===== config.mk =====
export PLATFORM = sky130hd
export DESIGN_NAME = keypad_scanner
export DESIGN_NICKNAME = d
export VERILOG_FILES = /design/src/rtl/keypad_scanner.sv
export SDC_FILE = /design/constraint.sdc
export NUM_CORES = 1
export LEC_CHECK = 0
export ABC_CLOCK_PERIOD_IN_PS = 9800
export CAP_MARGIN = 20
export CORE_ASPECT_RATIO = 0.9
export CORE_MARGIN = 4
export CORE_UTILIZATION = 60
export CTS_CLUSTER_SIZE = 28
export DETAILED_ROUTE_END_ITERATION = 6
export PLACE_DENSITY = 0.83
export SLEW_MARGIN = 15
export SYNTH_ARGS = -nofsm -noshare
export SYNTH_HDL_FRONTEND = slang
export SYNTH_SLANG_ARGS = --single-unit

===== constraint.sdc =====
create_clock -name clk -period 9.8 [get_ports clk]
set_input_delay 2.94 -clock clk [delete_from_list [all_inputs] [get_ports clk]]
set_output_delay 2.94 -clock clk [all_outputs]
set_load 0.02 [all_outputs]

===== src/rtl/keypad_scanner.sv =====
// keypad_scanner: scans a 4x3 active-low matrix keypad, debounces the result
// and reports single-key presses as a 4-bit code.
//
// Ports:
//   clk        - single clock, rising edge
//   rst        - synchronous active-high reset
//   row[3:0]   - keypad rows, active-low, asynchronous; row[0] is the top row
//   col[2:0]   - column drive, active-low, one bit low; col[0] is the left column
//   keyPadBuf  - debounced key code (0-9, A='*', B='#'), 4'hF when idle
//   key_strobe - one-cycle pulse when a press is accepted
//   key_held   - high while an accepted key has not been released
module keypad_scanner #(
  parameter int unsigned SCAN_CYCLES     = 4,
  parameter int unsigned DEBOUNCE_FRAMES = 3
) (
  input  logic       clk,
  input  logic       rst,
  input  logic [3:0] row,
  output logic [2:0] col,
  output logic [3:0] keyPadBuf,
  output logic       key_strobe,
  output logic       key_held
);

  localparam int unsigned DW         = (SCAN_CYCLES > 1) ? $clog2(SCAN_CYCLES) : 1;
  localparam logic [DW-1:0] DWELL_LAST = DW'(SCAN_CYCLES - 1);
  localparam logic [3:0]    FRAMES     = 4'(DEBOUNCE_FRAMES);

  typedef enum logic [1:0] {IDLE, PRESS_CHK, HELD, RELEASE_CHK} state_t;

  logic [3:0]    row_meta_q, row_meta_d;
  logic [3:0]    row_sync_q, row_sync_d;
  logic [DW-1:0] dwell_q, dwell_d;
  logic [1:0]    col_idx_q, col_idx_d;
  logic [3:0]    slot0_q, slot0_d;
  logic [3:0]    slot1_q, slot1_d;
  state_t        state_q, state_d;
  logic [3:0]    fcnt_q, fcnt_d;
  logic [3:0]    cand_q, cand_d;
  logic [3:0]    key_q, key_d;
  logic          strobe_q, strobe_d;
  logic          held_q, held_d;

  logic          last_dwell;
  logic          frame_eval;
  logic [11:0]   low_bits;
  logic [3:0]    nlow;
  logic [3:0]    hit_code;
  logic          is_empty;
  logic          is_single;

  // Bit index is col*4 + row.
  function automatic logic [3:0] code_of(input int unsigned idx);
    int unsigned r;
    int unsigned c;
    r = idx % 4;
    c = idx / 4;
    if (r < 3) begin
      return 4'(r * 3 + c + 1);
    end
    case (c)
      0:       return 4'hA;
      1:       return 4'h0;
      default: return 4'hB;
    endcase
  endfunction

  // Synchronizer, column scan and slot capture.
  always_comb begin
    row_meta_d = row;
    row_sync_d = row_meta_q;
    last_dwell = (dwell_q == DWELL_LAST);
    dwell_d    = last_dwell ? '0 : dwell_q + DW'(1);
    col_idx_d  = col_idx_q;
    slot0_d    = slot0_q;
    slot1_d    = slot1_q;
    if (last_dwell) begin
      col_idx_d = (col_idx_q == 2'd2) ? 2'd0 : col_idx_q + 2'd1;
      case (col_idx_q)
        2'd0:    slot0_d = row_sync_q;
        2'd1:    slot1_d = row_sync_q;
        default: ;
      endcase
    end
    frame_eval = last_dwell && (col_idx_q == 2'd2);
  end

  // Column 2 is not stored: its sample is used live on the evaluation cycle.
  always_comb begin
    low_bits = ~{row_sync_q, slot1_q, slot0_q};
    nlow     = '0;
    hit_code = 4'hF;
    for (int unsigned i = 0; i < 12; i++) begin
      if (low_bits[i]) begin
        nlow     = nlow + 4'd1;
        hit_code = code_of(i);
      end
    end
    is_empty  = (nlow == 4'd0);
    is_single = (nlow == 4'd1);
  end

  // Debounce FSM: next state and registered outputs.
  always_comb begin
    state_d  = state_q;
    fcnt_d   = fcnt_q;
    cand_d   = cand_q;
    key_d    = key_q;
    held_d   = held_q;
    strobe_d = 1'b0;
    if (frame_eval) begin
      case (state_q)
        IDLE: begin
          if (is_single) begin
            cand_d = hit_code;
            fcnt_d = 4'd1;
            if (FRAMES == 4'd1) begin
              key_d    = hit_code;
              strobe_d = 1'b1;
              held_d   = 1'b1;
              state_d  = HELD;
            end else begin
              state_d = PRESS_CHK;
            end
          end
        end
        PRESS_CHK: begin
          if (is_single && (hit_code == cand_q)) begin
            if (fcnt_q + 4'd1 >= FRAMES) begin
              fcnt_d   = FRAMES;
              key_d    = cand_q;
              strobe_d = 1'b1;
              held_d   = 1'b1;
              state_d  = HELD;
            end else begin
              fcnt_d = fcnt_q + 4'd1;
            end
          end else if (is_single) begin
            cand_d = hit_code;
            fcnt_d = 4'd1;
          end else begin
            fcnt_d  = '0;
            state_d = IDLE;
          end
        end
        HELD: begin
          if (is_empty) begin
            fcnt_d = 4'd1;
            if (FRAMES == 4'd1) begin
              key_d   = 4'hF;
              held_d  = 1'b0;
              state_d = IDLE;
            end else begin
              state_d = RELEASE_CHK;
            end
          end
        end
        RELEASE_CHK: begin
          if (is_empty) begin
            if (fcnt_q + 4'd1 >= FRAMES) begin
              fcnt_d  = FRAMES;
              key_d   = 4'hF;
              held_d  = 1'b0;
              state_d = IDLE;
            end else begin
              fcnt_d = fcnt_q + 4'd1;
            end
          end else begin
            state_d = HELD;
          end
        end
        default: state_d = IDLE;
      endcase
    end
  end

  always_ff @(posedge clk) begin
    if (rst) begin
      row_meta_q <= '1;
      row_sync_q <= '1;
      dwell_q    <= '0;
      col_idx_q  <= '0;
      slot0_q    <= '1;
      slot1_q    <= '1;
      state_q    <= IDLE;
      fcnt_q     <= '0;
      cand_q     <= '0;
      key_q      <= 4'hF;
      strobe_q   <= 1'b0;
      held_q     <= 1'b0;
    end else begin
      row_meta_q <= row_meta_d;
      row_sync_q <= row_sync_d;
      dwell_q    <= dwell_d;
      col_idx_q  <= col_idx_d;
      slot0_q    <= slot0_d;
      slot1_q    <= slot1_d;
      state_q    <= state_d;
      fcnt_q     <= fcnt_d;
      cand_q     <= cand_d;
      key_q      <= key_d;
      strobe_q   <= strobe_d;
      held_q     <= held_d;
    end
  end

  assign col        = ~(3'b001 << col_idx_q);
  assign keyPadBuf  = key_q;
  assign key_strobe = strobe_q;
  assign key_held   = held_q;

endmodule


Word-level counts from Yosys, hierarchy flattened
Index checks and enable logic that the tools add are counted.

$lt $le $gt $ge: 1. Reduce and logical (&&, ||, !) cells: 15. Bitwise operators: 5. Equality and inequality tests: 18. Muxes and demuxes: 72. Shift operators: 1. $add $sub $neg: 14.

Operators by type and width (number): $mux W4 (40); $add A4 B1 Y4 const B (12); $mux W2 (10); $mux W1 (16); $pmux W4 S2 (2); $pmux W4 S4 (1); $ne A2 B2 Y1 const B (7); $not A12 Y12 (1); $reduce_and A6 Y1 (2); $ne A3 B3 Y1 const B (3); $eq A2 B2 Y1 const B (4); $pmux W2 S4 (1); $add A2 B1 Y2 const B (2); $eq A2 B1 Y1 const B (2); $eq A4 B1 Y1 const B (1); $eq A4 B4 Y1 (1); $ge A4 B2 Y1 const B (1); $logic_not A2 Y1 (2); $logic_not A4 Y1 (1); $reduce_and A2 Y1 (2); $reduce_and A4 Y1 (1); $reduce_bool A2 Y1 (2); $reduce_or A4 Y1 (1); $mux W3 (1); 7 further kinds (10).

Bits of input ports: 6. Word-level logic and storage cells: 138. Register bits after elaboration: 36. Output and inout port bits: 9.

Longest topological paths before layout
Depth after elaboration: 28. Depth in mapped cells: 41. Gate-level depth less buffers: 41.

Worst setup path after synthesis
Ideal clock, no wire load.

Path type: register -> register. Start: register slot0_q[1]. End: register fcnt_q[0]. Path buffers: 1. Clock period less this slack: 7220 ps. Required time: 9728 ps. Arrival time: 7148 ps. Library setup time: 72 ps. Stages on the path, launching flop included: 42. Path slack: 2580 ps. Path through: dfxtp_1 inv_1 ha_1 buf_2 xnor2_1 ha_1 nor2b_1 a21o_1 ha_1 nand2b_1 nand3_1 ha_1 nor2_1 nor2_1 ha_1 nor2_1 a21o_1 a31oi_1 [6 not listed] o21ai_0 ha_1 nor2_1 a31oi_1 a21oi_1 inv_1 ha_1 nor2_1 a21oi_1 ha_1 xnor2_1 nand3b_1 o21ai_0 a311oi_1 or2_2 nor2_1 o311ai_4 mux2i_1.

Longest elaborated chain between the ends: 26. Elaborated cells on any way between the ends: 44. Those cells by class: add/sub (10); eq/ne (5); mux (25); bitwise (1); reduce/logical (3).

Ends and longest elaborated chain: start, declared (line 35) `logic [3:0] slot0_q, slot0_d;`; start signal, assigned (line 196) `slot0_q <= slot0_d;`; $not A12 Y12 * (line 90) `low_bits = ~{row_sync_q, slot1_q, slot0_q};`; $mux W4 (line 94) `if (low_bits[i]) begin`; $add A4 B1 Y4 (line 95) `nlow = nlow + 4'd1;`; $mux W4 (line 94); $add A4 B1 Y4 (line 95); $mux W4 (line 94); $add A4 B1 Y4 (line 95); $mux W4 (line 94); [10 not listed]; $add A4 B1 Y4 (line 95); $mux W4 (line 94); $add A4 B1 Y4 (line 95); $mux W4 (line 94); $eq A4 B1 Y1 (line 100) `is_single = (nlow == 4'd1);`; $mux W1 / $logic_and A1 B1 Y1 (equally long branches) (line 138, 128); $mux W4 (line 128) `if (is_single && (hit_code == cand_q)) begin`; $pmux W4 S4 (line 112) `case (state_q)`; end signal, assigned (line 199) `fcnt_q <= fcnt_d;`; end, declared (line 38) `logic [3:0] fcnt_q, fcnt_d;`.

Every way passes the cells marked *; elsewhere a longest branch is shown, timed or not. A chain may end at the register's enable or synchronous reset.

Worst setup path after layout
Start: register slot0_q[1]. End: register fcnt_q[1].

Longest elaborated chain between the ends: 26. Elaborated cells on any way between the ends: 43. Those cells by class: add/sub (10); eq/ne (5); mux (24); bitwise (1); reduce/logical (3).

Ends and longest elaborated chain (line): $not A12 Y12 * (90); $mux W4 (94); $add A4 B1 Y4 (95); $mux W4 (94); $add A4 B1 Y4 (95); $mux W4 (94); $add A4 B1 Y4 (95); $mux W4 (94); [10 not listed]; $add A4 B1 Y4 (95); $mux W4 (94); $add A4 B1 Y4 (95); $mux W4 (94); $eq A4 B1 Y1 (100); $logic_and A1 B1 Y1 (128); $mux W4 (128); $pmux W4 S4 (112).

Marked as above.

==> results.json <==
{
  "crit_family": "adder cells",
  "drt_iter0_drc": 198,
  "io_pins": 15,
  "cp_max_fo": 6,
  "grt_overflow": 0,
  "vias_per_cell": 5.752,
  "drc": 0,
  "layoutNonFillerInstCount": 375,
  "cpMaxStageDelayCell": "a311oi_1",
  "place_ws_ns": 1.704,
  "rsz0062_at_grt": "no",
  "cp-start-kind": "flip-flop",
  "hold_viol_final": 0,
  "die_x_um": 78.35,
  "clock_path_buffers": 2,
  "cp-end-kind": "flip-flop",
  "ys_types": 58,
  "setup_slack_ns": 1.590,
  "max_stage_delay_ns": 0.59,
  "synth_nets": 328,
  "skew_ns": 0.005273,
  "grt_max_degree": 21,
  "area_delta_synth_final_pct": 10.07,
  "grt_pass1_wl_mm": 9.204,
  "rows": 22,
  "cts-buffers-inserted": 5,
  "antenna_found_initial": 0,
  "fin_nets": 335,
  "slew_headroom_pct": 41.93,
  "cts.sink_count": 36,
  "p_leak_nw": 1.320,
  "via_count": 2157,
  "netlist_area_um2": 2673,
  "cts_tree": "yes",
  "slew_viol_final": 0,
  "peakVddDrop_mv": 0.1060,
  "min_period_ns": 8.210,
  "synthFlopType": "dfxtp_1",
  "synth_edf_count": 0,
  "cts_root_buf": "clkbuf_8",
  "cpMostUsedCell": "ha_1",
  "cp.buffers_inverters": 3,
  "finalSetupViolCount": 0,
  "wl_per_cell_um": 13.91,
  "period_share_pct": 83.78,
  "status": "finished, final reports clean",
  "fmax_ghz": 0.1218,
  "grtUsageTotal_pct": 20.59,
  "synth_top_area_cell": "dfxtp_1",
  "core_region_area_um2": 4184,
  "synth_seq_area_share_pct": 26.97,
  "tightest_slew_ns": 0.8645,
  "cts_hold_buf": 0,
  "synth-async-reset-ratio_pct": 0,
  "power_density_nw_per_um2": 120.2,
  "clk_pin_slew_worst_paths_ns": 0.08,
  "initial_core_util_pct": 63.88,
  "port_buffers": 14,
  "postCtsSetupBuffers": 0,
  "arrival_ns": 8.43,
  "tns_ns": 0,
  "drtPass1Iterations": 4,
  "die_h_um": 71.32,
  "cap_violations": 0,
  "ant_nets": 0,
  "power_w": 0.0003536,
  "yosysTopAreaCellShare_pct": 26.97,
  "place.gp.congestion": 0.9241,
  "dp.cells": 366,
  "ys_ff_latch": 36,
  "critPathKind": "reg2reg",
  "yosys_warnings": 0,
  "wl_mm": 5.218,
  "grt_pass1_vias": 1963,
  "drive_gt1_share_pct": 11.11,
  "cp_data_required_time_ns": 10.02,
  "worstSkewPairLatency_ns": 0.29,
  "cts-resized-gates": 0,
  "synth_area_leaders": "dfxtp_1, ha_1, xnor3_1",
  "dieArea_um2": 5588,
  "syn_inst": 307,
  "place_hpwl_mm": 3.833,
  "avgSynthCellArea_um2": 8.705,
  "h-tree-depth": 2,
  "worstHoldPathType": "reg2reg",
  "diodes": 0
}
[state kept, by name, summed over array words and instances, names as in the netlist]
register and count:
keyPadBuf 4, key_held 1, cand_q 4, row_meta_q 4
key_strobe 1, fcnt_q 4, slot1_q 4, state_q 2
col_idx_q 2, dwell_q 2, row_sync_q 4, slot0_q 4
[routing by layer]
| layer | vias to the layer above | GRT usage [%] | wire length (um) |
|---|---|---|---|
| met2 | 52 | 31.27 | 2332 |
| met5 | - | 0 | 0 |
| li1 | 1099 | - | - |
| met4 | 0 | 6.602 | 76 |
| met3 | 7 | 4.020 | 237 |
| met1 | 999 | 29.58 | 2572 |
[cells in the final DEF, fill, tap and decap left out, types with 4 or more instances in the layout]
cell type	count
clkdlybuf4s50_1	14
xnor3_1	6
xnor2_1	13
nor2b_1	8
ha_1	15
nand3_1	9
clkbuf_8	5
o21ai_0	8
or2_2	12
and3_1	5
a21oi_1	16
xor2_1	5
nor2_1	22
nand2b_1	9
mux2i_1	8
dfxtp_1	36
nand2_1	31
o22a_1	4
nor3_1	9
a31oi_1	4
inv_1	19
[cell families after synthesis]
kind of cell    Yosys count  synth area share [%]
simple gates            120                 23.08
compound gates           61                 16.67
flops                    36                 26.97
buf+inv                  34                 5.150
xor+xnor                 31                 16.85
fa+ha+maj                15                 7.022
mux                      10                 4.260
[power by group]
part | total (W) | internal, W | leakage, nW | switching, W
clock network | 0.000132 | 0.0000766 | 0.0548 | 0.0000552
logic | 0.0000682 | 0.0000293 | 0.972 | 0.0000389
registers | 0.000154 | 0.000150 | 0.293 | 0.00000373
total | 0.000354 | 0.000256 | 1.32 | 0.0000979
[final timing paths]
| path | from | to | slack [ns] | cells after the start |
|---|---|---|---|---|
| max reg2reg | slot0_q[1] | fcnt_q[1] | 1.59 | 41 |
| max | slot0_q[1] | fcnt_q[1] | 1.59 | 41 |
| min reg2reg | row_meta_q[3] | row_sync_q[3] | 0.41 | 1 |
| min | row_meta_q[3] | row_sync_q[3] | 0.41 | 1 |
[Yosys cell counts (all sizes together), types with 4 or more instances]
cell type,count
dfxtp,36
o21ai,9
nor3,10
mux2i,8
nor2b,8
nand2,31
o22a,4
buf,6
xor2,6
ha,15
nor2,22
nand3,9
inv,19
xnor2,15
a31oi,4
clkbuf,9
a21oi,16
xnor3,7
nand2b,10
and3,5
or2,12
[final cells by class]
class / count / area (um2)
flip-flops and latches: 36 / 720.7
repair buffers: 15 / 145.1
multi-input cells: 237 / 1814
clock buffers: 5 / 68.82
clock inverters: 3 / 46.29
well taps: 60 / 75.07
fillers: 348 / 1242
inverters: 19 / 71.32
[worst register-to-register path, delay by kind of cell (launching register included)]
family	cells	cell delay [ns]
buffers and inverters	3	0.22
DFF	1	0.37
and+or+nand+nor	14	1.84
xor gates and xnor gates	1	0.21
adders and majority gates	10	2.78
AOI/OAI and AO/OA	12	2.48
muxes	1	0.23
[through the flow]
| stage | cell area (um2) | hold WS [ns] | utilization, % |
|---|---|---|---|
| after CTS | 2937 | 0.4170 | 70.19 |
| after floorplan | 2673 | 0.3895 | - |
| after global routing | 2942 | 0.4241 | 70.30 |
| after global placement | 2821 | 0.3916 | 67.43 |
| final | 2942 | 0.4128 | 70.30 |
| after detailed placement | 2821 | 0.3981 | 67.43 |
No activity file was read; power rests on OpenSTA's default activity.
